===== src/rtl/fetch.sv =====
// RV32I fetch stage: owns the PC and drives one outstanding imem request at a time.
// ACK-to-VALID is one cycle; INSTR is held until decode accepts it or a redirect squashes it.
module fetch #(
  parameter logic [31:0] RESET_PC = 32'h0000_0000
) (
  input  logic        CLK,
  input  logic        RSTN,
  output logic        IMEM_REQ,
  output logic [31:0] IMEM_ADDR,
  input  logic        IMEM_ACK,
  input  logic [31:0] IMEM_RDATA,
  output logic [31:0] INSTR,
  output logic [31:0] INSTR_PC,
  output logic        VALID,
  input  logic        NEXT_STALLED,
  input  logic        BRANCH,
  input  logic [11:0] BRANCH_IMM,
  output logic        MISALIGN
);

  typedef logic [31:0] instr_t;

  typedef enum logic [2:0] {
    S_IDLE,
    S_FETCH,
    S_DROP,
    S_HOLD,
    S_HALT
  } state_t;

  state_t      state, state_nxt;
  logic [31:0] pc, pc_nxt;
  logic [31:0] acc_pc, acc_pc_nxt;
  logic        req_nxt;
  logic [31:0] addr_nxt;
  instr_t      instr_nxt;
  logic [31:0] instr_pc_nxt;
  logic        valid_nxt;
  logic        mis_nxt;

  logic        accept;
  logic [31:0] offset;
  logic [31:0] target;
  logic        tgt_mis;
  logic [31:0] pend;

  assign accept  = VALID && !NEXT_STALLED;
  // BRANCH_IMM counts halfwords, so the byte offset is imm*2 sign-extended.
  assign offset  = {{19{BRANCH_IMM[11]}}, BRANCH_IMM, 1'b0};
  assign target  = acc_pc + offset;
  assign tgt_mis = (target[1:0] != 2'b00);
  // Inside the drop window the latest redirect wins over the one already parked in pc.
  assign pend    = BRANCH ? target : pc;

  always_ff @(posedge CLK or posedge RSTN) begin
    if (RSTN) begin
      state <= S_IDLE;
    end else begin
      state <= state_nxt;
    end
  end

  always_comb begin
    state_nxt    = state;
    pc_nxt       = pc;
    acc_pc_nxt   = accept ? INSTR_PC : acc_pc;
    req_nxt      = IMEM_REQ;
    addr_nxt     = IMEM_ADDR;
    instr_nxt    = INSTR;
    instr_pc_nxt = INSTR_PC;
    valid_nxt    = VALID;
    mis_nxt      = MISALIGN;

    case (state)
      S_IDLE: begin
        if (BRANCH && tgt_mis) begin
          state_nxt = S_HALT;
          mis_nxt   = 1'b1;
          req_nxt   = 1'b0;
          valid_nxt = 1'b0;
        end else if (BRANCH) begin
          pc_nxt    = target;
          req_nxt   = 1'b1;
          addr_nxt  = target;
          state_nxt = S_FETCH;
        end else begin
          req_nxt   = 1'b1;
          addr_nxt  = pc;
          state_nxt = S_FETCH;
        end
      end

      S_FETCH: begin
        if (IMEM_ACK && BRANCH) begin
          if (tgt_mis) begin
            state_nxt = S_HALT;
            mis_nxt   = 1'b1;
            req_nxt   = 1'b0;
            valid_nxt = 1'b0;
          end else begin
            pc_nxt   = target;
            req_nxt  = 1'b1;
            addr_nxt = target;
          end
        end else if (IMEM_ACK) begin
          instr_nxt    = IMEM_RDATA;
          instr_pc_nxt = IMEM_ADDR;
          valid_nxt    = 1'b1;
          pc_nxt       = pc + 32'd4;
          req_nxt      = 1'b0;
          state_nxt    = S_HOLD;
        end else if (BRANCH) begin
          // The request must stay up at its old address until memory answers.
          pc_nxt    = target;
          state_nxt = S_DROP;
        end
      end

      S_DROP: begin
        pc_nxt = pend;
        if (IMEM_ACK) begin
          if (pend[1:0] != 2'b00) begin
            state_nxt = S_HALT;
            mis_nxt   = 1'b1;
            req_nxt   = 1'b0;
            valid_nxt = 1'b0;
          end else begin
            req_nxt   = 1'b1;
            addr_nxt  = pend;
            state_nxt = S_FETCH;
          end
        end
      end

      S_HOLD: begin
        if (BRANCH) begin
          valid_nxt = 1'b0;
          if (tgt_mis) begin
            state_nxt = S_HALT;
            mis_nxt   = 1'b1;
            req_nxt   = 1'b0;
          end else begin
            pc_nxt    = target;
            req_nxt   = 1'b1;
            addr_nxt  = target;
            state_nxt = S_FETCH;
          end
        end else if (accept) begin
          valid_nxt = 1'b0;
          req_nxt   = 1'b1;
          addr_nxt  = pc;
          state_nxt = S_FETCH;
        end
      end

      S_HALT: begin
        valid_nxt = 1'b0;
        req_nxt   = 1'b0;
      end

      default: begin
        state_nxt = S_IDLE;
      end
    endcase
  end

  always_ff @(posedge CLK or posedge RSTN) begin
    if (RSTN) begin
      pc        <= RESET_PC;
      acc_pc    <= RESET_PC;
      IMEM_REQ  <= 1'b0;
      IMEM_ADDR <= 32'h0;
      INSTR     <= 32'h0;
      INSTR_PC  <= 32'h0;
      VALID     <= 1'b0;
      MISALIGN  <= 1'b0;
    end else begin
      pc        <= pc_nxt;
      acc_pc    <= acc_pc_nxt;
      IMEM_REQ  <= req_nxt;
      IMEM_ADDR <= addr_nxt;
      INSTR     <= instr_nxt;
      INSTR_PC  <= instr_pc_nxt;
      VALID     <= valid_nxt;
      MISALIGN  <= mis_nxt;
    end
  end

endmodule


===== config.mk =====
export PLATFORM = sky130hd
export DESIGN_NAME = fetch
export DESIGN_NICKNAME = d
export VERILOG_FILES = /design/src/rtl/fetch.sv
export SDC_FILE = /design/constraint.sdc
export NUM_CORES = 1
export LEC_CHECK = 0
export CAP_MARGIN = 20
export CORE_UTILIZATION = 50
export CTS_CLUSTER_DIAMETER = 120
export DETAILED_ROUTE_END_ITERATION = 6
export PLACE_DENSITY_LB_ADDON = 0.1
export SYNTH_ARGS = -nofsm -noshare
export SYNTH_HDL_FRONTEND = slang
export SYNTH_SLANG_ARGS = --single-unit

===== constraint.sdc =====
create_clock -name CLK -period 14.22 [get_ports CLK]
set_input_delay 4.266 -clock CLK [delete_from_list [all_inputs] [get_ports CLK]]
set_output_delay 4.266 -clock CLK [all_outputs]
set_load 0.1 [all_outputs]

# After elaboration in Yosys (flattened, before gate mapping)
# Index checks and enable logic that the tools add are counted.
dict set report word_totals {
  latch_bits 0
  reg_bits 166
  out_inout_bits 99
  n_memories 0
  rom_bits 0
  ram_bits 0
}
dict set report classes {
  reduce_logical 16
  n_div 0
  n_addsub 2
  n_mux 50
  n_shift 0
  n_lt_le_gt_ge 0
  bitwise 2
  eq_ne 15
  multipliers 0
}
# operator count
set ops {}
lappend ops {{32-bit 2-to-1 mux} 12}
lappend ops {{32-bit case mux with 4 select lines} 2}
lappend ops {{32-bit by 3-bit adder with 32-bit output, second input constant} 1}
lappend ops {{32-bit adder} 1}
lappend ops {{3-bit 2-to-1 mux} 10}
lappend ops {{1-bit 2-to-1 mux} 22}
lappend ops {{3-bit case mux with 5 select lines} 1}
lappend ops {{2-bit inequality test, second input constant} 7}
lappend ops {{6-bit AND reduction} 2}
lappend ops {{1-bit case mux with 5 select lines} 2}
lappend ops {{3-bit inequality test, second input constant} 3}
lappend ops {{7-bit AND reduction} 1}
lappend ops {{3-bit by 2-bit equality test with 1-bit output, second input constant} 2}
lappend ops {{3-bit AND reduction} 2}
lappend ops {{5-bit AND reduction} 1}
lappend ops {{5-bit nonzero test} 1}
lappend ops {{4-bit inequality test, second input constant} 1}
lappend ops {{1-bit case mux with 4 select lines} 1}
lappend ops {{4-bit AND reduction} 1}
lappend ops {{2-bit nonzero test} 2}
lappend ops {{4-bit nonzero test} 1}
lappend ops {{3-bit by 1-bit equality test with 1-bit output, second input constant} 1}
lappend ops {{3-bit equality test, second input constant} 1}
lappend ops {{1-bit logical AND} 3}
lappend ops {{other kinds (3)} 4}

# Longest topological paths before layout
# Gate-level depths: netlist (run 1).
dict set report depth {
  depth_word 6
  depth_mapped 11
  depth_no_buf 11
}

# Worst setup path after synthesis (run 1)
# OpenSTA, ideal clock, no wires.
dict set report synth_path {
  path_kind {input to register}
  startpoint {input port BRANCH_IMM[11]}
  endpoint {register pc[27]}
  n_path_buf 1
  arrival_time_ns 6.298
  slack_ns 7.801
  cell_stages 10
  setup_time_ns 0.122
  cell_sequence {ha_1 -> buf_6 -> a21o_1 -> or3b_1 -> a311oi_1 -> nand2_1 -> a211oi_2 -> xor2_1 -> o221ai_1 -> a32o_1}
}
dict set report synth_via {
  elab_chain_len 5
}
# element line
set synth_lines {}
lappend synth_lines {{start, declared} 17} ;# input logic [11:0] BRANCH_IMM,
lappend synth_lines {{32-bit adder *} 50} ;# assign target = acc_pc + offset;
lappend synth_lines {{32-bit 2-to-1 mux} 53} ;# assign pend = BRANCH ? target : pc;
lappend synth_lines {{32-bit 2-to-1 mux} 105} ;# end else if (IMEM_ACK) begin
lappend synth_lines {{32-bit 2-to-1 mux} 94} ;# if (IMEM_ACK && BRANCH) begin
lappend synth_lines {{32-bit case mux with 4 select lines *} 74} ;# case (state)
lappend synth_lines {{end signal, assigned} 178} ;# pc <= pc_nxt;
lappend synth_lines {{end, declared} 32} ;# logic [31:0] pc, pc_nxt;
# Mark *: on every way between the ends. The rest lies on a longest branch, timed or not. The select of a mux whose other input is x is not followed.
# A chain may end at the register's enable or synchronous reset.

# Worst setup path after layout (run 1)
dict set report layout_path {
  startpoint {input port BRANCH_IMM[0]}
  endpoint {register IMEM_ADDR[21]}
}
dict set report layout_via {
  elab_chain_len 5
}
# element line
set layout_lines {}
lappend layout_lines {{32-bit adder *} 50}
lappend layout_lines {{32-bit 2-to-1 mux / 2-bit nonzero test (equally long branches)} {53, 81, 51}}
lappend layout_lines {{2-bit nonzero test, or another cell as far along} 122} ;# if (pend[1:0] != 2'b00) begin
lappend layout_lines {{2-bit inequality test (no line), or another cell as far along} n/a}
lappend layout_lines {{6-bit AND reduction (no line) / 32-bit case mux with 4 select lines (equally long branches)} n/a}
lappend layout_lines {{end signal, assigned} 181} ;# IMEM_ADDR <= addr_nxt;
lappend layout_lines {{end, declared} 9} ;# output logic [31:0] IMEM_ADDR,
# Marked as above.

==> results of run 1 <==
## worst register-to-register path, delay by kind of cell (launching register included)
kind / cells / cell delay, ns
AO/OA/AOI/OAI: 4 / 1.77
adder cells (fa/ha/maj): 1 / 0.34
buffers and inverters: 1 / 0.38
flip-flops: 1 / 0.38
AND/OR/NAND/NOR: 2 / 0.65
## registers in the layout, indices dropped and copies added (netlist names)
register	cells
VALID	1
IMEM_ADDR	32
acc_pc	32
INSTR_PC	32
INSTR	32
pc	32
state	3
IMEM_REQ	1
MISALIGN	1
## cell families after synthesis
logic type               Yosys count  share of synthesized area (%)
AO/OA/AOI/OAI                    409                           25.5
AND/OR/NAND/NOR                  311                           13.8
flip-flops                       166                           39.3
multiplexers                     103                           10.9
buffers and inverters             95                           3.79
XOR/XNOR                          34                           2.82
adder cells (fa/ha/maj)           32                           3.86
## report_power, final
part	internal, µW	switching [µW]	leakage [µW]	total (µW)
clock	271	229	0.000306	499
sequential	660	220	0.00213	879
combinational	513	1350	0.00301	1870
## cells in the mapped netlist, types with 9 or more instances
master | count | area, µm²
dfrtp_1 | 166 | 4150
a22oi_1 | 17 | 128
clkbuf_1 | 53 | 199
ha_1 | 31 | 388
o22ai_1 | 23 | 144
a211oi_1 | 17 | 128
o31ai_1 | 9 | 67.6
a31oi_1 | 21 | 131
mux2_2 | 97 | 1090
o221ai_1 | 10 | 87.6
o21ai_0 | 96 | 480
nand4_1 | 16 | 100
buf_2 | 17 | 85.1
inv_1 | 11 | 41.3
o211ai_1 | 12 | 90.1
a21oi_1 | 94 | 470
and2_1 | 9 | 56.3
a221oi_1 | 10 | 87.6
xnor2_1 | 22 | 193
nand2_1 | 109 | 409
nand3_1 | 19 | 95.1
a21o_1 | 17 | 128
buf_1 | 9 | 33.8
nor3_1 | 16 | 80.1
and3_1 | 9 | 56.3
xor2_1 | 12 | 105
nor2_1 | 95 | 357
## cells in the final DEF, fill, tap and decap left out, types with 12 or more instances in the layout
master | netlist | routed
buf_4 | 4 | 16
nor3_1 | 16 | 16
nand3_1 | 19 | 19
nand4_1 | 16 | 16
xnor2_1 | 22 | 22
a31oi_1 | 21 | 21
o211ai_1 | 12 | 12
a22oi_1 | 17 | 17
ha_1 | 31 | 31
nor2_1 | 95 | 93
o21ai_0 | 96 | 96
dfrtp_1 | 166 | 166
clkbuf_16 | 0 | 17
o22ai_1 | 23 | 23
xor2_1 | 12 | 12
a21oi_1 | 94 | 94
mux2_2 | 97 | 97
a211oi_1 | 17 | 17
a21o_1 | 17 | 17
clkdlybuf4s50_1 | 0 | 146
nand2_1 | 109 | 109
## area by class of cell
| type | count | share of cell area, % |
|---|---|---|
| clock buffers | 17 | 3.33 |
| clock inverters | 15 | 1.62 |
| inverters | 11 | 0.362 |
| multi-input cells | 889 | 47.2 |
| flip-flops and latches | 166 | 32.5 |
| well taps | 270 | 2.64 |
| repair buffers | 163 | 12.4 |
## stage by stage
step	cell area (µm²)	cells	util [%]	total power, µW	setup WS (ns)
after floorplan	10600	1150	-	2270	5.46
after global placement	12200	1499	59.3	2720	6.47
after detailed placement	12200	1499	59.3	2740	6.41
after CTS	12800	1531	62.4	3240	6.86
after global routing	12800	1531	62.4	3380	6.51
final	12800	1531	62.4	3250	6.70
## worst max-delay path by stage
stage / start / endpoint / slack [ns] / depth (start not counted)
2_1_floorplan: RSTN / IMEM_ADDR[0]$_DFFE_PP0P_ / 5.46 / 1
3_3_place_gp: BRANCH_IMM[0] / IMEM_ADDR[21]$_DFFE_PP0P_ / 6.47 / 9
3_5_place_dp: BRANCH_IMM[0] / IMEM_ADDR[21]$_DFFE_PP0P_ / 6.41 / 9
4_1_cts: BRANCH_IMM[0] / IMEM_ADDR[21]$_DFFE_PP0P_ / 6.86 / 9
5_1_grt: BRANCH_IMM[0] / IMEM_ADDR[31]$_DFFE_PP0P_ / 6.51 / 11
6_report: BRANCH_IMM[0] / IMEM_ADDR[21]$_DFFE_PP0P_ / 6.70 / 9
## routing by layer
layer  GRT usage, %  up-vias  part of all wire (%)
li1               -     4529                     -
met1           43.0     4799                    42
met2           48.5      563                    45
met3           7.96       80                   9.1
met4           10.2        0                   3.0
met5              0        -                     0
==> summary.txt, run 1 <==
Run status
  – Status: complete, no violations

Power and ir drop
  – Peak VDD IR: 0.193 mV
  – Leak: 0.00545 µW
  – PD cells: 254 mW/mm²

Detailed routing
  – Final wirelength: 33,500 µm
  – DR WL/cell: 21.8 µm
  – Via count: 9,971
  – DR pass1 iterations: 5
  – Drt drc: 0
  – Post-DRT Antenna Nets: 0
  – Via density: 6.51
  – Drt first-iter violations: 1,096

STA
  – Min Tclk post-route: 7.52 ns
  – Max-slew violation count: 0
  – Max Fclk: 133 MHz
  – Unrepaired setup endpoints after global routing: no
  – Slew @ Worst Pin: 1.03 ns
  – Finish-stage setup viols: 0
  – Hold Slack: 0.473 ns
  – Setup TNS: 0 ns
  – Tcrit/Tclk final: 52.9%
  – Rel. slew slack: 31.2%
  – Clock skew: 0.0159 ns
  – Hold Vio Cnt, Final: 0

Flow run
  – Max Cap Viol: 0

Clocking
  – CTS buffer count: 17
  – Clock Tree Buf Depth: 2
  – H-tree depth: 4
  – Resized cells post-CTS: 0
  – CTS tree: done
  – CTS Hold Buffers Added: 0
  – CTS clk-pin slew, worst paths: 0.07 ns
  – Root buf cell: clkbuf_16
  – CTS sink cnt: 166
  – Later-pin clock latency in the skew report: 0.45 ns
  – Postcts setup bufs: 0

Layout
  – Filler cells: 1,786
  – FF/Latch Area: 0.00415 mm²
  – N_diodes: 0
  – Multi-input logic area: 0.00603 mm²
  – # nets final: 1,329
  – Layout cells sized above 1: 13.5%
  – Area growth from synthesis to layout: 21.0%

Die
  – Core area: 0.0205 mm²
  – Die Height: 147 µm
  – Number of top-level pins: 148
  – Starting density of the core: 51.6%
  – Die area: 0.0217 mm²
  – Die width: 147 µm
  – Num rows: 52

Logic synthesis
  – Async set or reset register ratio after synthesis: 100%
  – Mean post-synth cell area: 9.19 µm²
  – Cell variety after synth: 75
  – Main synth FF type: dfrtp_1
  – Synth Net Count: 1,231
  – Post-Syn Area: 0.0106 mm²
  – Mapped Cells: 1,150
  – Synth warn: 0
  – EDFF count, synth: 0
  – Flops & latches, synth: 166
  – Sequential area share after synthesis: 39.3%

Global route
  – GRT Total Usage: 31.4%
  – Vias in the first global route: 9,465
  – Total gr overflow: 0
  – Initial antenna violation count: 0
  – Largest net degree at the start of global routing: 99
  – First-pass GRT wire length: 52,900 µm

Worst hold path
  – Hold EP: MISALIGN$_DFFE_PP0P_
  – Hold wc startpoint: MISALIGN$_DFFE_PP0P_
  – Worst hold path class: reg -> reg
  – Hold path cells: 1

Critical path
  – Crit start category: primary input
  – Worst Reg-to-Reg Cells: 8
  – Reg2Reg Setup Slack: 10.58 ns
  – Critical Path RT: 14.54 ns
  – CP Buf/Inv Count: 2
  – Crit path max-delay family: compound AO/OA/AOI/OAI gates
  – CP Cell Sequence: clkdlybuf4s50_1 > ha_1 > nor2_2 > buf_4 > a211oi_1 > o21ai_0 > o211a_1 > nand2_1 > a221o_1
  – Slowest stage delay, CP: 0.88 ns
  – Worst setup path class: in -> reg
  – Crit path DAT: 7.84 ns
  – CP Capture Type: flop
  – Worst r2r dst: IMEM_ADDR[21]$_DFFE_PP0P_
  – Crit path max-delay cell type: o211a_1
  – Crit Reg-Reg Startpoint: acc_pc[1]$_DFFE_PP0P_
  – Worst Path Max Fanout: 31

Placed design
  – PortBufs: 147
  – Gpl congestion: 0.960
  – DP HPWL: 22,800 µm
No activity file was read; power rests on OpenSTA's default activity.
==> run 2: changes to the inputs <==
clock period = 7.85 ns   (was 14.22 ns; I/O delays follow)
==> run 2 against run 1 <==
The run now ends with DRC left. Cell count increased by 0.33%. Largest cell class unchanged. Highest routed layer unchanged. Setup slack got worse by 4.5 ns. Clock power increased by 70%. Sequential power increased by 81%. Die area unchanged. Register-to-register slack got worse by 6.2 ns. Via count decreased by 0.28%. Global-route usage decreased by 0.19 points. Worst hold slack got worse by 0.0066 ns. Sequential share of layout area about the same. Sequential cell count unchanged.
==> summary.txt, run 2 (synthesis results as in run 1) <==
Run status
  – Status: complete, but fails checks
  – Failing checks: DRC

Placed design
  – Gpl congestion: 0.927
  – Worst slack, placed: 1.80 ns
  – DP HPWL: 23,400 µm
  – PortBufs: 147

Clocking
  – Clock Tree Buf Depth: 2
  – CTS clk-pin slew, worst paths: 0.07 ns
  – CTS buffer count: 17
  – H-tree depth: 4
  – CTS Hold Buffers Added: 0
  – CTS tree: done
  – CTS sink cnt: 166
  – Resized cells post-CTS: 0
  – Root buf cell: clkbuf_16
  – Postcts setup bufs: 0
  – Later-pin clock latency in the skew report: 0.46 ns

Layout
  – Commonest non-fill, non-tap cell in the layout: dfrtp_1
  – Layout cells sized above 1: 13.8%
  – Most frequent cells in the layout: dfrtp_1, clkdlybuf4s50_1, nand2_1, mux2_2, o21ai_0
  – N_diodes: 0
  – Area growth from synthesis to layout: 20.8%
  – # nets final: 1,334

Critical path
  – Worst r2r dst: pc[31]$_DFFE_PP0P_
  – Crit path from: BRANCH_IMM[11]
  – CP Buf/Inv Count: 1
  – Crit path max-delay family: compound AO/OA/AOI/OAI gates
  – Critical Path RT: 8.19 ns
  – Crit Reg-Reg Startpoint: acc_pc[1]$_DFFE_PP0P_
  – Worst setup path class: in -> reg
  – Worst Setup EP: pc[27]$_DFFE_PP0P_
  – Crit path max-delay cell type: clkdlybuf4s50_1
  – CP Capture Type: flop
  – Reg2Reg Setup Slack: 4.34 ns
  – Worst Reg-to-Reg Cells: 8
  – Levels on crit path: 10
  – CP Cell Sequence: clkdlybuf4s50_1 > ha_1 > a21o_1 > or3b_1 > a311oi_1 > nand2_1 > a211oi_2 > xor2_1 > o221ai_1 > a32o_1
  – Crit path DAT: 5.98 ns
  – Worst Path Max Fanout: 20
  – Crit start category: primary input
  – Slowest stage delay, CP: 0.88 ns

Detailed routing
  – DR WL/cell: 21.9 µm
  – DR pass1 iterations: 7
  – Final wirelength: 33,700 µm
  – Via count: 9,943
  – Via density: 6.47
  – Drt drc: 7
  – Drt first-iter violations: 1,057
  – Post-DRT Antenna Nets: 0

Power and ir drop
  – Seq pwr share: 27.4%
  – PD cells: 455 mW/mm²
  – Leak: 0.00544 µW
  – Clock power frac: 14.6%
  – Switching share of power: 56.2%
  – P_int: 2550 µW
  – Total Power: 5820 µW
  – Peak VDD IR: 0.468 mV
  – Gate power share: 58.1%
  – Sw Pwr: 3270 µW

Worst hold path
  – Hold path cells: 1
  – Worst hold path class: reg -> reg

STA
  – Finish-stage setup viols: 0
  – Rel. slew slack: 33.0%
  – Unrepaired setup endpoints after global routing: no
  – Clock skew: 0.0148 ns
  – Hold Slack: 0.466 ns
  – Max-slew violation count: 0
  – Final worst slack: 2.21 ns
  – Max Fclk: 177 MHz
  – Tcrit/Tclk final: 71.8%
  – Min Tclk post-route: 5.64 ns
  – Setup TNS: 0 ns
  – Slew @ Worst Pin: 1.00 ns
  – Hold Vio Cnt, Final: 0

Die
  – Die Height: 147 µm
  – Die area: 0.0217 mm²
  – Num rows: 52
  – Core area: 0.0205 mm²
  – Number of top-level pins: 148
  – Die width: 147 µm
  – Starting density of the core: 51.6%

Global route
  – Largest net degree at the start of global routing: 77
  – Total gr overflow: 0
  – Vias in the first global route: 9,220
  – First-pass GRT wire length: 52,400 µm
  – GRT Total Usage: 31.2%
  – Initial antenna violation count: 0

Flow run
  – Max Cap Viol: 0
==> run 2: changes by cell type in the layout (fill, tap and decap cells not counted) <==
cell,before,now
clkinv_4,2,3
buf_4,16,20
bufinv_16,2,0
clkinv_8,3,2
clkinvlp_4,1,3
clkbuf_2,0,1
==> run 2: power by group through the flow <==
stage,combinational (µW),clock [µW],sequential [µW]
floorplan,1060,0,3050
global placement,3340,0,1580
detailed placement,3360,0,1590
CTS,3370,852,1580
global route,3520,888,1630
finish,3380,847,1590
==> run 2: how the worst min path moves through the flow <==
stage	endpoint	start	slack, ns
floorplan	acc_pc[29]$_DFFE_PP0P_	acc_pc[29]$_DFFE_PP0P_	0.48
global placement	MISALIGN$_DFFE_PP0P_	MISALIGN$_DFFE_PP0P_	0.45
detailed placement	MISALIGN$_DFFE_PP0P_	MISALIGN$_DFFE_PP0P_	0.46
CTS	MISALIGN$_DFFE_PP0P_	MISALIGN$_DFFE_PP0P_	0.48
global route	MISALIGN$_DFFE_PP0P_	MISALIGN$_DFFE_PP0P_	0.50
finish	MISALIGN$_DFFE_PP0P_	MISALIGN$_DFFE_PP0P_	0.47
==> run 2: layout make-up <==
class	count	area [µm²]
clock buffers	17	425
inverters	11	46.3
well taps	270	338
repair buffers	168	1620
multi-input cells	889	6030
clock inverters	15	155
flip-flops and latches	166	4150
fillers	1817	7720
==> run 2: per-layer routing <==
metal	up-vias	part of all wire, %	global-route usage (%)
met5	-	0	0
met4	0	2.9	11.7
met3	76	8.0	5.71
met2	512	45	47.1
met1	4829	44	44.5
li1	4526	-	-
==> run 2: metrics by stage <==
stage          std cells  area, µm²  utilization, %
5_1_grt             1536      12800            62.3
3_5_place_dp        1503      12200            59.5
4_1_cts             1535      12800            62.3
2_1_floorplan       1150      10600               -
6_report            1536      12800            62.3
3_3_place_gp        1502      12200            59.4
==> run 3: changes to the inputs <==
clock period = 5.5 ns   (was 7.85 ns; I/O delays follow)
==> run 3 against run 2 <==
Sequential cell count unchanged. The run now ends clean. Clock skew decreased by 0.0026 ns. Core utilization rose by 0.92 points. Sequential share of layout area is 0.47 points lower. Design area is 1.5% higher. First-iteration DRC count down 0.76%. Clock-buffer cell count unchanged. Power rose by 43%. Critical endpoint is now IMEM_ADDR[30]$_DFFE_PP0P_. Via count increased by 1.5%. Cell count is 1.1% higher. Die area unchanged. Critical path depth increased by 1.
==> summary.txt, run 3 (synthesis results as in run 1) <==
Layout
  – FF/Latch Area: 0.00415 mm²
  – Multi-input logic area: 0.00603 mm²
  – # nets final: 1,351
  – Area growth from synthesis to layout: 22.6%
  – Filler cells: 1,753
  – Commonest non-fill, non-tap cell in the layout: dfrtp_1
  – Layout cells sized above 1: 15.0%
  – Post-Layout Cell Count: 1,553
  – Most frequent cells in the layout: dfrtp_1, clkdlybuf4s50_1, nand2_1, mux2_2, o21ai_0
  – N_diodes: 0
  – Final Util: 63.3%

Detailed routing
  – Drt first-iter violations: 1,049
  – Via density: 6.50
  – Post-DRT Antenna Nets: 0
  – DR WL/cell: 21.8 µm
  – DR pass1 iterations: 7
  – Final wirelength: 33,900 µm
  – Via count: 10,100
  – Drt drc: 0

Power and ir drop
  – Gate power share: 58.0%
  – Sw Pwr: 4650 µW
  – Leak: 0.00554 µW
  – Switching share of power: 55.9%
  – Clock power frac: 14.9%
  – PD cells: 641 mW/mm²
  – Seq pwr share: 27.1%
  – P_int: 3660 µW
  – Peak VDD IR: 0.545 mV

Clocking
  – CTS buffer count: 17
  – CTS Hold Buffers Added: 0
  – CTS clk-pin slew, worst paths: 0.08 ns
  – Later-pin clock latency in the skew report: 0.44 ns
  – CTS tree: done
  – Resized cells post-CTS: 0
  – CTS sink cnt: 166
  – Root buf cell: clkbuf_16
  – Postcts setup bufs: 0
  – H-tree depth: 4
  – Clock Tree Buf Depth: 2

Critical path
  – Crit path DAT: 4.88 ns
  – CP Capture Type: flop
  – Worst r2r dst: pc[31]$_DFFE_PP0P_
  – Crit Reg-Reg Startpoint: acc_pc[1]$_DFFE_PP0P_
  – Worst Path Max Fanout: 11
  – Worst setup path class: in -> reg
  – Worst Reg-to-Reg Cells: 11
  – Reg2Reg Setup Slack: 2.39 ns
  – Crit start category: primary input
  – Critical Path RT: 5.83 ns

Worst hold path
  – Hold wc startpoint: MISALIGN$_DFFE_PP0P_
  – Worst hold path class: reg -> reg
  – Hold EP: MISALIGN$_DFFE_PP0P_
  – Hold path cells: 1

STA
  – Setup TNS: 0 ns
  – Max Fclk: 220 MHz
  – Tcrit/Tclk final: 82.8%
  – Clock skew: 0.0122 ns
  – Hold Vio Cnt, Final: 0
  – Max-slew violation count: 0
  – Rel. slew slack: 19.9%
  – Min Tclk post-route: 4.55 ns
  – Finish-stage setup viols: 0
  – Slew @ Worst Pin: 1.19 ns
  – Unrepaired setup endpoints after global routing: no

Run status
  – Status: complete, no violations

Placed design
  – Gpl congestion: 0.910
  – DP HPWL: 23,600 µm
  – PortBufs: 147
  – Placed instance count: 1,521

Global route
  – First-pass GRT wire length: 54,800 µm
  – Initial antenna violation count: 0
  – Vias in the first global route: 9,801
  – Total gr overflow: 0
  – GRT Total Usage: 32.4%
  – Largest net degree at the start of global routing: 167

Die
  – Core area: 0.0205 mm²
  – Die area: 0.0217 mm²
  – Starting density of the core: 51.6%
  – Die width: 147 µm
  – Die Height: 147 µm
  – Number of top-level pins: 148
  – Num rows: 52

Flow run
  – Max Cap Viol: 0
[run 3: power by group through the flow]
stage / clock [µW] / sequential (µW) / combinational, µW
6_report: 1230 / 2250 / 4820
2_1_floorplan: 0 / 4350 / 1510
3_5_place_dp: 0 / 2270 / 4790
4_1_cts: 1250 / 2250 / 4820
5_1_grt: 1300 / 2330 / 5050
3_3_place_gp: 0 / 2240 / 4760
[run 3: how the worst max path moves through the flow]
stage,slack [ns],cells past startpoint,start,to
after global placement,0.59,10,BRANCH_IMM[11],pc[23]$_DFFE_PP0P_
after global routing,0.67,10,BRANCH_IMM[11],IMEM_ADDR[25]$_DFFE_PP0P_
after detailed placement,0.53,10,BRANCH_IMM[11],pc[27]$_DFFE_PP0P_
after floorplan,1.70,10,BRANCH_IMM[11],pc[27]$_DFFE_PP0P_
final,0.95,11,BRANCH_IMM[11],IMEM_ADDR[30]$_DFFE_PP0P_
after CTS,0.97,10,BRANCH_IMM[11],pc[27]$_DFFE_PP0P_
[run 3: cell type report]
class | count | area share [%]
Clock buffer | 17 | 3.28
Clock inverter | 15 | 1.37
Inverter | 11 | 0.347
Multi-Input combinational cell | 889 | 46.5
Sequential cell | 166 | 32.0
Tap cell | 270 | 2.61
Timing Repair Buffer | 185 | 13.8
[run 3: layer usage]
metal,up-vias,GRT usage (%),share of wire [%]
met4,0,14.0,3.6
met3,95,8.40,9.4
met2,538,50.0,46
li1,4566,-,-
met1,4892,43.0,41
met5,-,0,0
[run 3: critical path: stages]
cell,delay (ns)
clkdlybuf4s50_1,0.82
buf_4,0.28
ha_1,0.32
a21o_1,0.24
a31o_2,0.24
a2111oi_0,0.33
a211oi_1,0.18
a21o_1,0.20
xnor2_1,0.30
o221ai_1,0.16
o211a_1,0.16
[run 3: metrics by stage]
stage               hold WS [ns]  setup slack (ns)  total power, µW  area [µm²]
finish                     0.476             0.947             8300       13000
detailed placement         0.468             0.530             7060       12400
CTS                        0.484             0.971             8310       13000
global placement           0.456             0.587             7010       12400
floorplan                  0.485              1.70             5860       10600
global route               0.514             0.665             8680       13000
